`config.mk`:
```
export PLATFORM = sky130hd
export DESIGN_NAME = fx2_cmd_reader
export DESIGN_NICKNAME = d
export VERILOG_FILES = /design/src/rtl/fx2_cmd_reader.sv
export SDC_FILE = /design/constraint.sdc
export NUM_CORES = 1
export LEC_CHECK = 0
export CORE_MARGIN = 3
export CORE_UTILIZATION = 52
export DETAILED_ROUTE_END_ITERATION = 6
export GPL_ROUTABILITY_DRIVEN = 0
export GPL_TIMING_DRIVEN = 0
export MAX_ROUTING_LAYER = met4
export PLACE_DENSITY_LB_ADDON = 0.1
export SETUP_SLACK_MARGIN = 0.2
export SLEW_MARGIN = 20
export SYNTH_ARGS = -nofsm -noshare
export SYNTH_HDL_FRONTEND = slang
export SYNTH_SLANG_ARGS = --single-unit
```
`constraint.sdc`:
```
create_clock -name clk -period 2.4 [get_ports clk]
set_input_delay 0.48 -clock clk [delete_from_list [all_inputs] [get_ports clk]]
set_output_delay 0.48 -clock clk [all_outputs]
set_load 0.02 [all_outputs]
```
`src/rtl/fx2_cmd_reader.sv`:
```
// fx2_cmd_reader: host-to-FPGA command path over the FX2 slave-FIFO bus.
// Reads bytes from FIFO2 whenever the bus is granted, parses them into
// register-write frames and emits one-cycle reg_wr strobes.
// Build option: define CMD_CHECKSUM_EN for 4-byte frames (SYNC,ADDR,DATA,CSUM);
// leave it undefined for 3-byte frames (SYNC,ADDR,DATA), timeout errors only.
module fx2_cmd_reader #(
  parameter int unsigned ADR_SETUP = 2,
  parameter int unsigned TIMEOUT   = 4096,
  parameter logic [7:0]  SYNC_BYTE = 8'hA5
) (
  input  logic       clk,
  input  logic       rst,
  input  logic       bus_grant,
  output logic       bus_busy,
  input  logic       FIFO2_data_available,
  input  logic [7:0] FIFO_DATAIN,
  output logic       FIFO_RD,
  output logic       FIFO_DATAIN_OE,
  output logic [1:0] FIFO_FIFOADR,
  output logic       reg_wr,
  output logic [7:0] reg_addr,
  output logic [7:0] reg_data,
  output logic [7:0] err_cnt
);

  localparam int unsigned SW = (ADR_SETUP > 1) ? $clog2(ADR_SETUP) : 1;
  localparam int unsigned TW = $clog2(TIMEOUT + 1);

  typedef enum logic [2:0] {B_IDLE, B_SETUP, B_READ, B_GAP, B_RELEASE} bus_state_t;
  typedef enum logic [1:0] {P_HUNT, P_ADDR, P_DATA, P_CSUM} prs_state_t;

  bus_state_t bus_state, bus_nxt;
  prs_state_t prs_state, prs_nxt;

  logic [SW-1:0] setup_cnt;
  logic [TW-1:0] idle_cnt;
  logic [7:0]    addr_q;
  logic          capture;
  logic          frame_last;
  logic          good, bad, tmo;
  logic          busy_nxt, oe_nxt, rd_nxt;

`ifdef CMD_CHECKSUM_EN
  logic [7:0] data_q;
  logic [7:0] csum_exp;
  assign csum_exp   = addr_q + data_q;
  assign frame_last = (prs_state == P_CSUM);
`else
  assign frame_last = (prs_state == P_DATA);
`endif

  // The FIFO is read in every B_READ cycle, so the byte lands at the edge ending it
  assign capture      = (bus_state == B_READ);
  assign FIFO_FIFOADR = 2'b00;

  // Bus and parser state registers
  always_ff @(posedge clk or posedge rst) begin
    if (rst) begin
      bus_state <= B_IDLE;
      prs_state <= P_HUNT;
    end else begin
      bus_state <= bus_nxt;
      prs_state <= prs_nxt;
    end
  end

  // Bus next state; the FIFO-empty decision is taken on entry to READ so that
  // the registered FIFO_RD is high for exactly the READ cycle.
  always_comb begin
    bus_nxt = bus_state;
    case (bus_state)
      B_IDLE:    if (FIFO2_data_available) bus_nxt = B_SETUP;
      B_SETUP:   if (setup_cnt == SW'(ADR_SETUP - 1))
                   bus_nxt = FIFO2_data_available ? B_READ : B_RELEASE;
      B_READ:    bus_nxt = frame_last ? B_RELEASE : B_GAP;
      B_GAP:     bus_nxt = FIFO2_data_available ? B_READ : B_RELEASE;
      B_RELEASE: bus_nxt = B_IDLE;
      default:   bus_nxt = B_IDLE;
    endcase
    if (!bus_grant) bus_nxt = B_IDLE;
  end

  // Bus outputs decoded from the next state, registered below
  always_comb begin
    busy_nxt = (bus_nxt != B_IDLE);
    oe_nxt   = (bus_nxt == B_SETUP) || (bus_nxt == B_READ) || (bus_nxt == B_GAP);
    rd_nxt   = (bus_nxt == B_READ);
  end

  // Registered bus outputs and FX2 address-setup counter
  always_ff @(posedge clk or posedge rst) begin
    if (rst) begin
      bus_busy       <= 1'b0;
      FIFO_DATAIN_OE <= 1'b0;
      FIFO_RD        <= 1'b0;
      setup_cnt      <= '0;
    end else begin
      bus_busy       <= busy_nxt;
      FIFO_DATAIN_OE <= oe_nxt;
      FIFO_RD        <= rd_nxt;
      setup_cnt      <= (bus_state == B_SETUP) ? setup_cnt + 1'b1 : '0;
    end
  end

  // Parser next state plus frame-complete / error events
  always_comb begin
    prs_nxt = prs_state;
    good    = 1'b0;
    bad     = 1'b0;
    tmo     = 1'b0;
    if (capture) begin
      case (prs_state)
        P_HUNT: if (FIFO_DATAIN == SYNC_BYTE) prs_nxt = P_ADDR;
        P_ADDR: prs_nxt = P_DATA;
`ifdef CMD_CHECKSUM_EN
        P_DATA: prs_nxt = P_CSUM;
        P_CSUM: begin
          prs_nxt = P_HUNT;
          good    = (FIFO_DATAIN == csum_exp);
          bad     = (FIFO_DATAIN != csum_exp);
        end
`else
        P_DATA: begin
          prs_nxt = P_HUNT;
          good    = 1'b1;
        end
`endif
        default: prs_nxt = P_HUNT;
      endcase
    end else if ((prs_state != P_HUNT) && (idle_cnt == TW'(TIMEOUT - 1))) begin
      prs_nxt = P_HUNT;
      tmo     = 1'b1;
    end
  end

  // Frame capture, register-write strobe, error counter and inactivity timer
  always_ff @(posedge clk or posedge rst) begin
    if (rst) begin
      addr_q   <= '0;
`ifdef CMD_CHECKSUM_EN
      data_q   <= '0;
`endif
      reg_wr   <= 1'b0;
      reg_addr <= '0;
      reg_data <= '0;
      err_cnt  <= '0;
      idle_cnt <= '0;
    end else begin
      reg_wr <= good;
      if (capture && (prs_state == P_ADDR)) addr_q <= FIFO_DATAIN;
`ifdef CMD_CHECKSUM_EN
      if (capture && (prs_state == P_DATA)) data_q <= FIFO_DATAIN;
      if (good) begin
        reg_addr <= addr_q;
        reg_data <= data_q;
      end
`else
      if (good) begin
        reg_addr <= addr_q;
        reg_data <= FIFO_DATAIN;
      end
`endif
      if ((bad || tmo) && (err_cnt != 8'hFF)) err_cnt <= err_cnt + 8'd1;
      if (capture || tmo || (prs_state == P_HUNT)) idle_cnt <= '0;
      else                                          idle_cnt <= idle_cnt + 1'b1;
    end
  end

endmodule

```
# Word level (Yosys, flattened, before mapping)
# Cells that the tools add are included.
# word_totals
register_bits,55
latchBits,0
mem_bits_rw,0
rom_bits,0
wordCells,56
mem_count,0
# classes
addsub,3
n_mul,0
n_div,0
n_lt_le_gt_ge,0
n_eq_ne,12
n_shift,0
muxes,16
bitwise,0
reduce_logical,13
# op_table
cell,count
two-way mux 3 bit,5
"adder 13 x 1 -> 13 bit, second input constant",1
"== test 13 x 12 -> 1 bit, second input constant",1
two-way mux 13 bit,1
"== test 3 x 2 -> 1 bit, second input constant",4
case mux 3 bit (4 select lines),1
"adder 8 x 1 -> 8 bit, second input constant",1
"== test 8 bit, second input constant",1
"inequality test 8 bit, second input constant",1
"== test 3 x 1 -> 1 bit, second input constant",2
two-way mux 2 bit,3
two-way mux 1 bit,5
logical OR 1 bit,4
case mux 2 bit (2 select lines),1
nonzero test 2 bit,2
logical AND 1 bit,3
logical NOT 3 bit,1
"inequality test 3 bit, second input constant",1
nonzero test 3 bit,1
"== test 2 x 1 -> 1 bit, second input constant",1
"== test 2 bit, second input constant",1
logical NOT 2 bit,1
AND reduction 2 bit,1
"adder 1 bit, second input constant",1

# Logic depth before layout (Yosys ltp)
# depth
depth_word,7
mapped_depth,6

# Worst setup path before layout
# Ideal clock, no wire load.
# synth_path
kind,register to register
startpoint,register err_cnt[0]
endpoint,register err_cnt[1]
setup_ps,125
t_arrival_ps,1709
path_slack_ps,566
path_stages_with_launch,6
synth_period_minus_slack_ps,1834
cell_sequence,dfrtp_1 ha_1 and3_1 a211oi_2 nand2_2 mux2_4
# synth_between
elab_chain_cells,2
# synth_lines
item,line,text
"start, declared",23,output logic [7:0] err_cnt
"start signal, assigned",163,if ((bad || tmo) && (err_cnt != 8'hFF)) err_cnt <= err_cnt + 8'd1;
branches (longest 2 deep; another with adder 8 x 1 -> 8 bit),-,
# Parallel ways; which one is timed is not known.
# A chain may end at the register's enable or synchronous reset.

# Worst setup path in the final report
# Same ends and word-level chain as after synthesis.

==> summary.txt <==
Pwr
  • Sw Ratio: 22.2%
  • Net switching power: 0.000346 W
  • Power per cell area: 530 mW/mm^2
  • Maximum vdd drop: 421 uV
  • Clock Power Share: 30.4%
  • Leakage dissipation: 1.31 nW
  • Comb pwr share: 7.9%
  • Cell Int Power: 0.00121 W
  • Register share of total power: 61.7%

Floorplanning
  • DIE WIDTH: 73.7 um
  • Die Y: between 70 and 80 um
  • Core area: around 0.0042 sq mm
  • Initial Util: 56.7%
  • Die area: 0.00543 sq mm
  • Io pins: 42
  • Rows: 23

Routing
  • WL/cell: 14.9 um
  • First-iteration detailed-routing DRC count: 51
  • Vias/cell: ~5.4
  • Routed wire length: 4300 um
  • Total number of vias: around 1600
  • Antenna-violating nets left: 0
  • DRC: 0
  • Pre-antenna DRT Iters: 4

Worst setup path
  • Critical path type: reg -> reg
  • Critical path endpoint category: flip-flop
  • Arr. time, crit path: 2.11 ns
  • Crit path launch type: flip-flop
  • Crit path max fanout: 7
  • R2r setup slk: 0.47 ns
  • CP required: about 2.6 ns

Final layout
  • Commonest non-fill, non-tap cell in the layout: dfrtp_1
  • Number of antenna diodes: 0
  • Register area: 0.00138 sq mm
  • Layout Nets: 251
  • Util after Layout: 70.0%
  • Proportion of layout cells with a drive suffix above 1: 20.6%
  • Area of the multi-input gates: ~950 sq um
  • Most frequent cells in the layout: dfrtp_1 (55), clkdlybuf4s50_1 (39), mux2_2 (24), nor2_1 (19), xnor2_1 (14)
  • Fillers: 306
  • P&R area growth vs syn: 23.4%

Clock tree
  • Post-CTS Resized: 0
  • Postcts setup bufs: 0
  • Total CTS buffers: 5
  • Post-CTS Hold Fix Bufs: 0
  • Root buffer cell: clkbuf_8
  • CTS tree: built
  • Htree depth: 2
  • Clock Sinks: 55
  • Clk buf depth: 2
  • Clk_lat worst skew: 0.30 ns
  • Register clock-pin slew on the reported worst setup and hold paths: 0.08 ns

Logic synthesis
  • Post-synth EDFFs: 0
  • Post-Synthesis Cells: 189
  • Post-synthesis simple-gate area fraction: 17.5%
  • Post-Synth XOR/XNOR Area: 6.25%
  • Yosys Warn Count: 0
  • Synth Area in Adders: 1.05%
  • Yosys cell types: 40
  • Prevailing post-synth register cell: dfrtp_1
  • Synth Area in Compound Gates: 2.94%
  • Mapped Area: 0.00238 sq mm
  • Synth async-reset ratio: 100%
  • Mux cell area share after synthesis: a little under an eighth
  • Seq cells post-synth: 55
  • Largest family of logic cells by synthesized area: simple AND/OR/NAND/NOR gates
  • Syn avg cell area: 12.6 sq um
  • Register area share after synthesis: 57.8%

Placement
  • I/O Buffers: 39
  • Dpl hpwl: 3250 um

Outcome
  • Status: finished clean

Hold path
  • Worst min path class: reg -> reg

Timing
  • Fin crit share: 80.3%
  • Hold Slack: 0.453 ns
  • Fin Setup TNS: 0 ns
  • Worst slew margin: 65.7%
  • Final Hold Viols: 0
  • RSZ-0062 raised after global routing: no
  • Crit path time final: 1.93 ns
  • Final setup viols: 0
  • Max Fclk: 0.519 GHz
  • Max Slew Vio Count: 0
  • Setup Skew: 0.00898 ns
  • Worst slew pin tran: 0.513 ns

GRT
  • Number of global-route vias before repair: 1598
  • Gr usage total: 18.3%
  • First-pass GRT wire length: 7310 um
  • Initial antenna violation count: 0
  • Total gr overflow: 0
  • Largest net degree at the start of global routing: 35

Flow run
  • Max Cap Viol: 0
-- worst paths after layout --
check / start / end / cells after the start
hold reg to reg: setup_cnt / setup_cnt / 1
min in group asynchronous: rst / idle_cnt[3] / 2
setup reg to reg: err_cnt[0] / err_cnt[1] / 5
hold / removal: setup_cnt / setup_cnt / 1
setup / recovery: err_cnt[0] / err_cnt[1] / 5
max in group asynchronous: rst / prs_state[1] / 3
-- metrics by stage --
stage | power [W] | instance area (sq um) | setup slack (ns) | std cells
6_report | 0.00156 | 2940 | 0.472 | 288
5_1_grt | 0.00162 | 2940 | 0.358 | 288
4_1_cts | 0.00158 | 2940 | 0.487 | 288
3_5_place_dp | 0.00111 | 2860 | 0.495 | 280
3_3_place_gp | 0.00110 | 2840 | -0.310 | 279
2_1_floorplan | 0.00104 | 2390 | 0.566 | 190
-- layer usage --
metal	global-route usage, %	part of all wire (%)
met5	-	0
met4	6.44	1.9
met3	5.06	4.4
met2	30.9	51
met1	20.7	42
-- flip-flops by register name (all words and copies together), names as in the netlist --
signal / cells
FIFO_DATAIN_OE: 1
FIFO_RD: 1
addr_q: 8
bus_busy: 1
bus_state: 3
err_cnt: 8
idle_cnt: 13
prs_state: 2
reg_addr: 8
reg_data: 8
reg_wr: 1
setup_cnt: 1
-- logic make-up (layout without fill, tap and decap cells) --
family                     Yosys count  after routing
xor gates and xnor gates            17             17
muxes                               25             25
DFF                                 55             55
other                                1              2
buffers and inverters               11             59
and+or+nand+nor                     68             68
adders and majority gates            2              2
AOI/OAI and AO/OA                   10             10
-- critical path, stage by stage, from the launching register on --
cell and delay, ns:
dfrtp_1 0.42, ha_1 0.25, and3_1 0.20, a211oi_2 0.49
nand2_2 0.14, mux2_4 0.32
-- area by class of cell --
cell class	instances	area share [%]
Buffer	4	1.02
Tap cell	50	2.13
Timing Repair Buffer	40	14.0
Clock buffer	7	2.60
Inverter	7	0.894
Multi-Input combinational cell	124	32.4
Sequential cell	55	46.8
Clock inverter	1	0.170
-- Yosys cell counts (2+ instances only) --
cell type  count  area share (%)
nand4_1        6             1.6
mux2_2        24              11
nand2b_1       2            0.53
o21ai_0        2            0.42
nor2b_1        3            0.79
nor3_1         6             1.3
buf_4          4             1.3
dfrtp_1       55              58
nand2_1        4            0.63
xor2_1         3             1.1
inv_1          7             1.1
nand2_2        3            0.79
xnor2_1       14             5.1
a21oi_1        3            0.63
nand3_1        6             1.3
nor2_1        19             3.0
ha_1           2             1.1
and3_1         4             1.1
-- power by group through the flow --
stage	sequential, W	combinational (W)	clock (W)
floorplan	0.000991	0.0000504	0
global placement	0.000978	0.000117	0
detailed placement	0.000981	0.000125	0
CTS	0.000962	0.000126	0.000494
global route	0.000965	0.000136	0.000524
finish	0.000962	0.000123	0.000474
No activity file was read; power rests on OpenSTA's default activity.
